<file path="src/rtl/rtr_input_unit.sv">
`default_nettype none
// +--------------------------------------------------------------------------+
// | rtr_input_unit: router input port (flit FIFO, XY route, wormhole request) |
// | Revision: 1.0                                                            |
// +--------------------------------------------------------------------------+
module rtr_input_unit #(
  parameter int FLIT_W = 32,
  parameter int DEPTH  = 4,
  parameter int NR     = 5,
  parameter int X_W    = 2,
  parameter int Y_W    = 2,
  parameter int CUR_X  = 0,
  parameter int CUR_Y  = 0
) (
  input  logic              CLK,
  input  logic              RSTn,
  input  logic              IN_VALID,
  input  logic [FLIT_W-1:0] IN_FLIT,
  output logic [NR-1:0]     REQ,
  input  logic [NR-1:0]     GRT,
  output logic [FLIT_W-1:0] OUT_FLIT,
  output logic              CREDIT_OUT,
  output logic              OVF,
  output logic              ERR
);

  localparam int AW = $clog2(DEPTH);
  localparam logic [AW:0]    c_ptr_one = (AW+1)'(1);
  localparam logic [X_W-1:0] c_cur_x   = X_W'(CUR_X);
  localparam logic [Y_W-1:0] c_cur_y   = Y_W'(CUR_Y);

  typedef enum logic [0:0] {
    S_IDLE   = 1'b0,
    S_ACTIVE = 1'b1
  } state_t;

  logic [FLIT_W-1:0] r_mem [DEPTH];
  logic [AW:0]       r_wptr;
  logic [AW:0]       r_rptr;
  state_t            r_state;
  state_t            w_next;
  logic [NR-1:0]     r_port_sel;
  logic              r_credit;
  logic              r_ovf;
  logic              r_err;

  logic              w_empty;
  logic              w_full;
  logic [FLIT_W-1:0] w_head;
  logic [1:0]        w_type;
  logic [X_W-1:0]    w_dx;
  logic [Y_W-1:0]    w_dy;
  logic [NR-1:0]     w_route;
  logic [NR-1:0]     w_req;
  logic              w_pop;
  logic              w_push;
  logic              w_drop;
  logic              w_load;

  // Pointers carry an extra wrap bit so full and empty are distinguishable.
  assign w_empty = (r_wptr == r_rptr);
  assign w_full  = (r_wptr[AW] != r_rptr[AW]) && (r_wptr[AW-1:0] == r_rptr[AW-1:0]);
  assign w_head  = r_mem[r_rptr[AW-1:0]];
  assign w_type  = w_head[FLIT_W-1:FLIT_W-2];
  assign w_dx    = w_head[X_W+Y_W-1:Y_W];
  assign w_dy    = w_head[Y_W-1:0];
  assign w_push  = IN_VALID && (!w_full || w_pop);

  always_comb begin
    w_route = '0;
    if (w_dx > c_cur_x)      w_route[2] = 1'b1;
    else if (w_dx < c_cur_x) w_route[4] = 1'b1;
    else if (w_dy > c_cur_y) w_route[1] = 1'b1;
    else if (w_dy < c_cur_y) w_route[3] = 1'b1;
    else                     w_route[0] = 1'b1;
  end

  // Type bit 1 marks a packet start (HEAD/HEADTAIL), bit 0 a packet end (TAIL/HEADTAIL).
  always_comb begin
    w_next = r_state;
    w_req  = '0;
    w_pop  = 1'b0;
    w_drop = 1'b0;
    w_load = 1'b0;
    case (r_state)
      S_IDLE: begin
        if (!w_empty) begin
          if (w_type[1]) begin
            w_load = 1'b1;
            w_next = S_ACTIVE;
          end else begin
            w_pop  = 1'b1;
            w_drop = 1'b1;
          end
        end
      end
      S_ACTIVE: begin
        if (!w_empty) w_req = r_port_sel;
        if ((w_req & GRT) != '0) begin
          w_pop = 1'b1;
          if (w_type[0]) w_next = S_IDLE;
        end
      end
      default: w_next = S_IDLE;
    endcase
  end

  always_ff @(posedge CLK or negedge RSTn) begin
    if (!RSTn) begin
      r_wptr     <= '0;
      r_rptr     <= '0;
      r_state    <= S_IDLE;
      r_port_sel <= '0;
      r_credit   <= 1'b0;
      r_ovf      <= 1'b0;
      r_err      <= 1'b0;
    end else begin
      r_state  <= w_next;
      r_credit <= w_pop;
      r_err    <= w_drop;
      if (w_load) r_port_sel <= w_route;
      if (w_push) r_wptr <= r_wptr + c_ptr_one;
      if (w_pop)  r_rptr <= r_rptr + c_ptr_one;
      if (IN_VALID && w_full && !w_pop) r_ovf <= 1'b1;
    end
  end

  always_ff @(posedge CLK) begin
    if (w_push) r_mem[r_wptr[AW-1:0]] <= IN_FLIT;
  end

  assign REQ        = w_req;
  assign OUT_FLIT   = w_head;
  assign CREDIT_OUT = r_credit;
  assign OVF        = r_ovf;
  assign ERR        = r_err;

endmodule
`default_nettype wire

</file>
<file path="config.mk">
export PLATFORM = sky130hd
export DESIGN_NAME = rtr_input_unit
export DESIGN_NICKNAME = d
export VERILOG_FILES = /design/src/rtl/rtr_input_unit.sv
export SDC_FILE = /design/constraint.sdc
export NUM_CORES = 1
export LEC_CHECK = 0
export ABC_AREA = 1
export BUFFER_PORTS_ARGS = -buffer_cell sky130_fd_sc_hd__buf_2
export CORE_MARGIN = 2
export CORE_UTILIZATION = 35
export CTS_BUF_LIST = sky130_fd_sc_hd__clkbuf_4
export DETAILED_ROUTE_END_ITERATION = 8
export PLACE_DENSITY = 0.61
export SLEW_MARGIN = 0
export SYNTH_ARGS = -nofsm -noshare
export SYNTH_HDL_FRONTEND = slang
export SYNTH_SLANG_ARGS = --single-unit
</file>
<file path="constraint.sdc">
create_clock -name CLK -period 3.55 [get_ports CLK]
set_clock_uncertainty 0.1 [all_clocks]
set_input_delay 0.1775 -clock CLK [delete_from_list [all_inputs] [get_ports CLK]]
set_output_delay 0.1775 -clock CLK [all_outputs]
set_load 0.005 [all_outputs]
</file>
After elaboration in Yosys (flattened, before gate mapping)
Memories as Yosys holds them, arrays and structs flattened.
Index checks and enable logic that the tools add are counted.
Word-level totals
  RAM bits: 128
  flip-flop bits (word level): 15
  bits of input ports: 40
  memories: 1
Memory list
  r_mem: depth 4, width 32, read ports 1, clocked after Yosys merged registers in 0, wr ports 1, line 37  | logic [FLIT_W-1:0] r_mem [DEPTH];
Operators by class
  equal/unequal tests: 3
  mux-type cells: 27
  order comparisons: 4
  reduce and logical (&&, ||, !) cells: 8
  bitwise gates (word level): 2
  add/sub/neg operators: 2
Operators with widths (number)
  2-to-1 mux 1 bit: 19
  2-to-1 mux 5 bit: 3
  adder 3 x 1 -> 3 bit (second input constant): 2
  2-to-1 mux 2 bit: 3
  bitwise AND 5 bit: 1
  nonzero test 5 bit: 1
  > comparator 2 x 1 -> 1 bit (second input constant): 2
  logical AND 1 bit: 4
  less-than comparator 2 x 1 -> 1 bit (second input constant): 2
  one-hot mux 1 bit (2 select lines): 2
  == test 3 bit: 1
  == test 2 bit: 1
  zero test 1 bit: 2
  logical OR 1 bit: 1
  inequality test 1 bit: 1
  inverter 1 bit: 1

Depth between registers and ports, before layout
  depth in word-level cells: 11
  depth in mapped cells: 11
  gate-level depth less buffers: 11

Least setup slack after synthesis
Ideal clock, no wire load.
  kind: reg-to-reg
  start: reg r_wptr[0]
  end: mem r_mem[3][0], enable pin
  data arrival time: 2478 ps
  buffers on the path: 0
  clock period less this slack: 2999 ps
  stages on the path, launching flop included: 11
  setup slack: 551 ps
  data required time: 3029 ps
  path through: dfrtp_1 inv_1 nand2_1 nand2_1 nand3_2 nand3_1 nand3_2 nand2_4 nand3_4 nand2_4 nor2_1
Between the ends
  word-level cells in the longest chain between the ends: 11
  elaborated cells between the ends (all ways): 15
Ends and longest elaborated chain
  from (decl): line 38  | logic [AW:0] r_wptr;
  from (signal assigned): line 122  | if (w_push) r_wptr <= r_wptr + c_ptr_one;
  == test 3 bit: line 61  | assign w_empty = (r_wptr == r_rptr);
  2-to-1 mux 5 bit: line 98  | if (!w_empty) w_req = r_port_sel;
  2-to-1 mux 5 bit: line 85  | case (r_state)
  bitwise AND 5 bit: line 99  | if ((w_req & GRT) != '0) begin
  nonzero test 5 bit: line 99
  2-to-1 mux 1 bit: line 99
  one-hot mux 1 bit (2 select lines): line 85
  logical OR 1 bit: line 67  | assign w_push = IN_VALID && (!w_full || w_pop);
  logical AND 1 bit: line 67
  2-to-1 mux 1 bit: line 129  | if (w_push) r_mem[r_wptr[AW-1:0]] <= IN_FLIT;
  2-to-1 mux 1 bit (implied by the code): line 129
  to (decl): line 37
Parallel ways exist; a longest one is shown, timed or not. The select of a mux whose other input is x is not followed.

Worst setup path after layout
  start: reg r_rptr[1]
  end: out OUT_FLIT[30]
Between the ends
  word-level cells in the longest chain between the ends: 1
Ends and longest elaborated chain
  from (decl): line 39  | logic [AW:0] r_rptr;
  from (signal assigned): line 123  | if (w_pop) r_rptr <= r_rptr + c_ptr_one;
  memory read (4 x 32 bit)
  to (decl): line 21  | output logic [FLIT_W-1:0] OUT_FLIT,
No other way between the ends.

==> flow_summary.yaml <==
status:
  status: "finished, final reports clean"
cells_and_area:
  fin_area_mm2: 0.006840
  multiInputGateArea_mm2: 0.001187
  regArea_mm2: 0.004170
  layout-drive-gt1-share: 0.2353
  final_nets: 577
  area.growth.synth_to_final_pct: 24.28
  final.fill_count: 1391
  antenna-diode-count: 0
worst_setup_path:
  cp-end-kind: "primary output"
  cp.required_ns: 3.27
  cp_data_arrival_time_ns: 2.70
  path_class: "register to primary output"
  worst-path-max-fanout: 22
  critPathLaunchType: "register"
synth:
  synth_warnings: 0
  yosys_register_bits: 141
  post-synth-top-count-cell: "edfxtp_1"
  async_flop_share: 0.09220
  synth.distinct_cells: 27
  ys_seq_area_frac: 0.7574
  synth_area_mm2: 0.005504
  ys.flop_type: "edfxtp_1"
  synth_top_area_cell: "edfxtp_1"
  netlist_instances: 413
  netlist.area_leader.share: 0.6983
  yosys-top-cells-count: "edfxtp_1, nor2_1, o21ai_0"
  yosys-top-cells-area: "edfxtp_1, dfrtp_1, o21ai_0"
  syn-mean-instance-area_um2: 13.33
  synth_edf_count: 128
floorplanning:
  start_util: 0.3607
  die_w_um: 129.4
  io_pins: 80
  core_mm2: 0.01526
  die_area_mm2: 0.01674
  fp-row-count: 45
  die_y_um: 129.4
clocking:
  cts_root_buffer: "clkbuf_4"
  cts.reportedPaths.clkPinSlew_ns: 0.12
  ctsHoldBuffers: 37
  numCtsBuffers: 17
  worstSkewPairLatency_ns: 0.53
  post_cts_buffers: 0
  cts_buffer_depth: 2
  cts_resized: 0
  tritoncts: "done"
  h-tree-depth: 4
  clock-sinks: 141
grt:
  grt_max_degree: 40
  grt_overflow: 0
  grt_pass1_vias: 3636
  grt_use_total: 0.1465
  antenna_found_initial: 0
  grt_pass1_wl_um: 18420
route:
  wire_per_inst_um: 15.20
  drc: 0
  vias: 3580
  dr.pass1.iters: 4
  via_per_inst: 4.742
  routed_wl_um: 11470
  drt_iter0_drc: 240
  ant_nets: 0
sta:
  max-slew-margin-rel: 0.5119
  fmax_ghz: 0.3361
  whs_ns: 0.06600
  finalMaxSlewViolations: 0
  rsz0062_at_grt: "false"
  worstMarginPinSlew_ns: 0.7314
  fin_tns_setup_ns: 0
  fin_crit_sh: 0.8381
  finalHoldViolations: 0
  setup_violations: 0
  min_period_ns: 2.975
power_and_ir_drop:
  seq_power_share: 0.564
  leakagePower_nw: 2.526
  netSwitchingPower_mw: 1.013
  swShare: 0.2575
  pwr_density_cell_mw_per_mm2: 575.1
  p_clk_frac: 0.281
  combPwrFrac: 0.154
  p_int_mw: 2.921
  peakVddDrop_v: 0.0003389
worst_hold_path:
  hold_class: "input pin to register"
placed_design:
  place_area_mm2: 0.006156
  port-buffer-count: 75
  routabilityCongestion: 0.7216
  dp_hpwl_um: 6831
flow_run:
  max_cap_violations: 0
-- registers in the layout, summed over array words and instances (netlist names) --
name / cells
r_mem: 128
r_port_sel: 3
r_rptr: 3
r_wptr: 3
CREDIT_OUT: 1
ERR: 1
OVF: 1
r_state: 1
-- placed cells by master, fill, tap and decap left out, drive strengths merged --
cell,Yosys,final
a21oi,5,5
a22o,1,1
a32o,2,2
buf,9,84
bufinv,0,4
clkbuf,13,19
clkinv,0,5
clkinvlp,0,3
conb,1,2
dfrtp,13,13
dlygate4sd3,0,37
edfxtp,128,128
ha,5,5
inv,21,21
nand2,41,41
nand3,11,11
nand4,2,2
nor2,69,69
o21ai,60,60
o21bai,1,1
o22ai,27,27
o31ai,1,1
xnor2,1,1
xor2,2,2
-- per-layer routing --
metal,up-vias,global-route usage,wire length [µm]
met5,-,0,0
met4,0,0.05243,164
met3,14,0.04872,604
met2,106,0.2353,5449
met1,1735,0.1867,5256
li1,1725,-,-
-- final cells by class --
cell class                 instances  share of cell area
sequential                       141              0.6097
multi-input combinational        230              0.1736
timing repair buffer             121              0.1207
tap                              211             0.03860
clock inverter                    12             0.02506
clock buffer                      19             0.02085
inverter                          21             0.01152
-- stage by stage --
step | power [mW] | cells | setup WS, ns | utilization
final | 3.934 | 755 | 0.5747 | 0.4483
after global routing | 4.131 | 755 | 0.3412 | 0.4483
after CTS | 3.984 | 755 | 0.4821 | 0.4483
after detailed placement | 2.844 | 687 | 0.7656 | 0.4034
after global placement | 2.821 | 687 | 0.8299 | 0.4034
after floorplan | 2.560 | 414 | 0.5511 | -
-- final timing paths --
| kind | slack, ns | to | start | depth (start not counted) |
|---|---|---|---|---|
| worst max-delay path | 0.57 | OUT_FLIT[30] | r_rptr[1]$_DFFE_PN0P_ | 5 |
| worst min-delay path | 0.07 | CREDIT_OUT$_DFF_PN0_ | GRT[1] | 5 |
| worst max register to register | 0.77 | r_mem[1][6]$_DFFE_PP_ | r_rptr[0]$_DFFE_PN0P_ | 11 |
| worst min register to register | 0.41 | OVF$_DFFE_PN0P_ | OVF$_DFFE_PN0P_ | 1 |
| max in group asynchronous | 2.34 | r_rptr[0]$_DFFE_PN0P_ | RSTn | 3 |
| min in group asynchronous | 0.59 | OVF$_DFFE_PN0P_ | RSTn | 3 |
-- power groups by stage --
stage | combinational [mW] | clock [mW] | sequential, mW
2_1_floorplan | 0.310 | 0 | 2.25
3_3_place_gp | 0.574 | 0 | 2.25
3_5_place_dp | 0.585 | 0 | 2.26
4_1_cts | 0.620 | 1.14 | 2.22
5_1_grt | 0.678 | 1.21 | 2.24
6_report | 0.608 | 1.11 | 2.22
-- worst max-delay path: stages (launching register included) --
cell and delay (ns):
dfrtp_1 0.61, inv_1 0.65, buf_4 0.33, o21ai_0 0.12
o22ai_1 0.27, buf_2 0.18
-- logic make-up after synthesis --
| family | after synthesis | synth area share |
|---|---|---|
| AO/OA/AOI/OAI | 97 | 0.09775 |
| XOR/XNOR | 3 | 0.004775 |
| adder cells (fa/ha/maj) | 5 | 0.01137 |
| buffers and inverters | 43 | 0.03296 |
| flip-flops | 141 | 0.7574 |
| other | 1 | 0.0006813 |
| AND/OR/NAND/NOR | 123 | 0.09502 |
(Power assumes the default switching activity.)
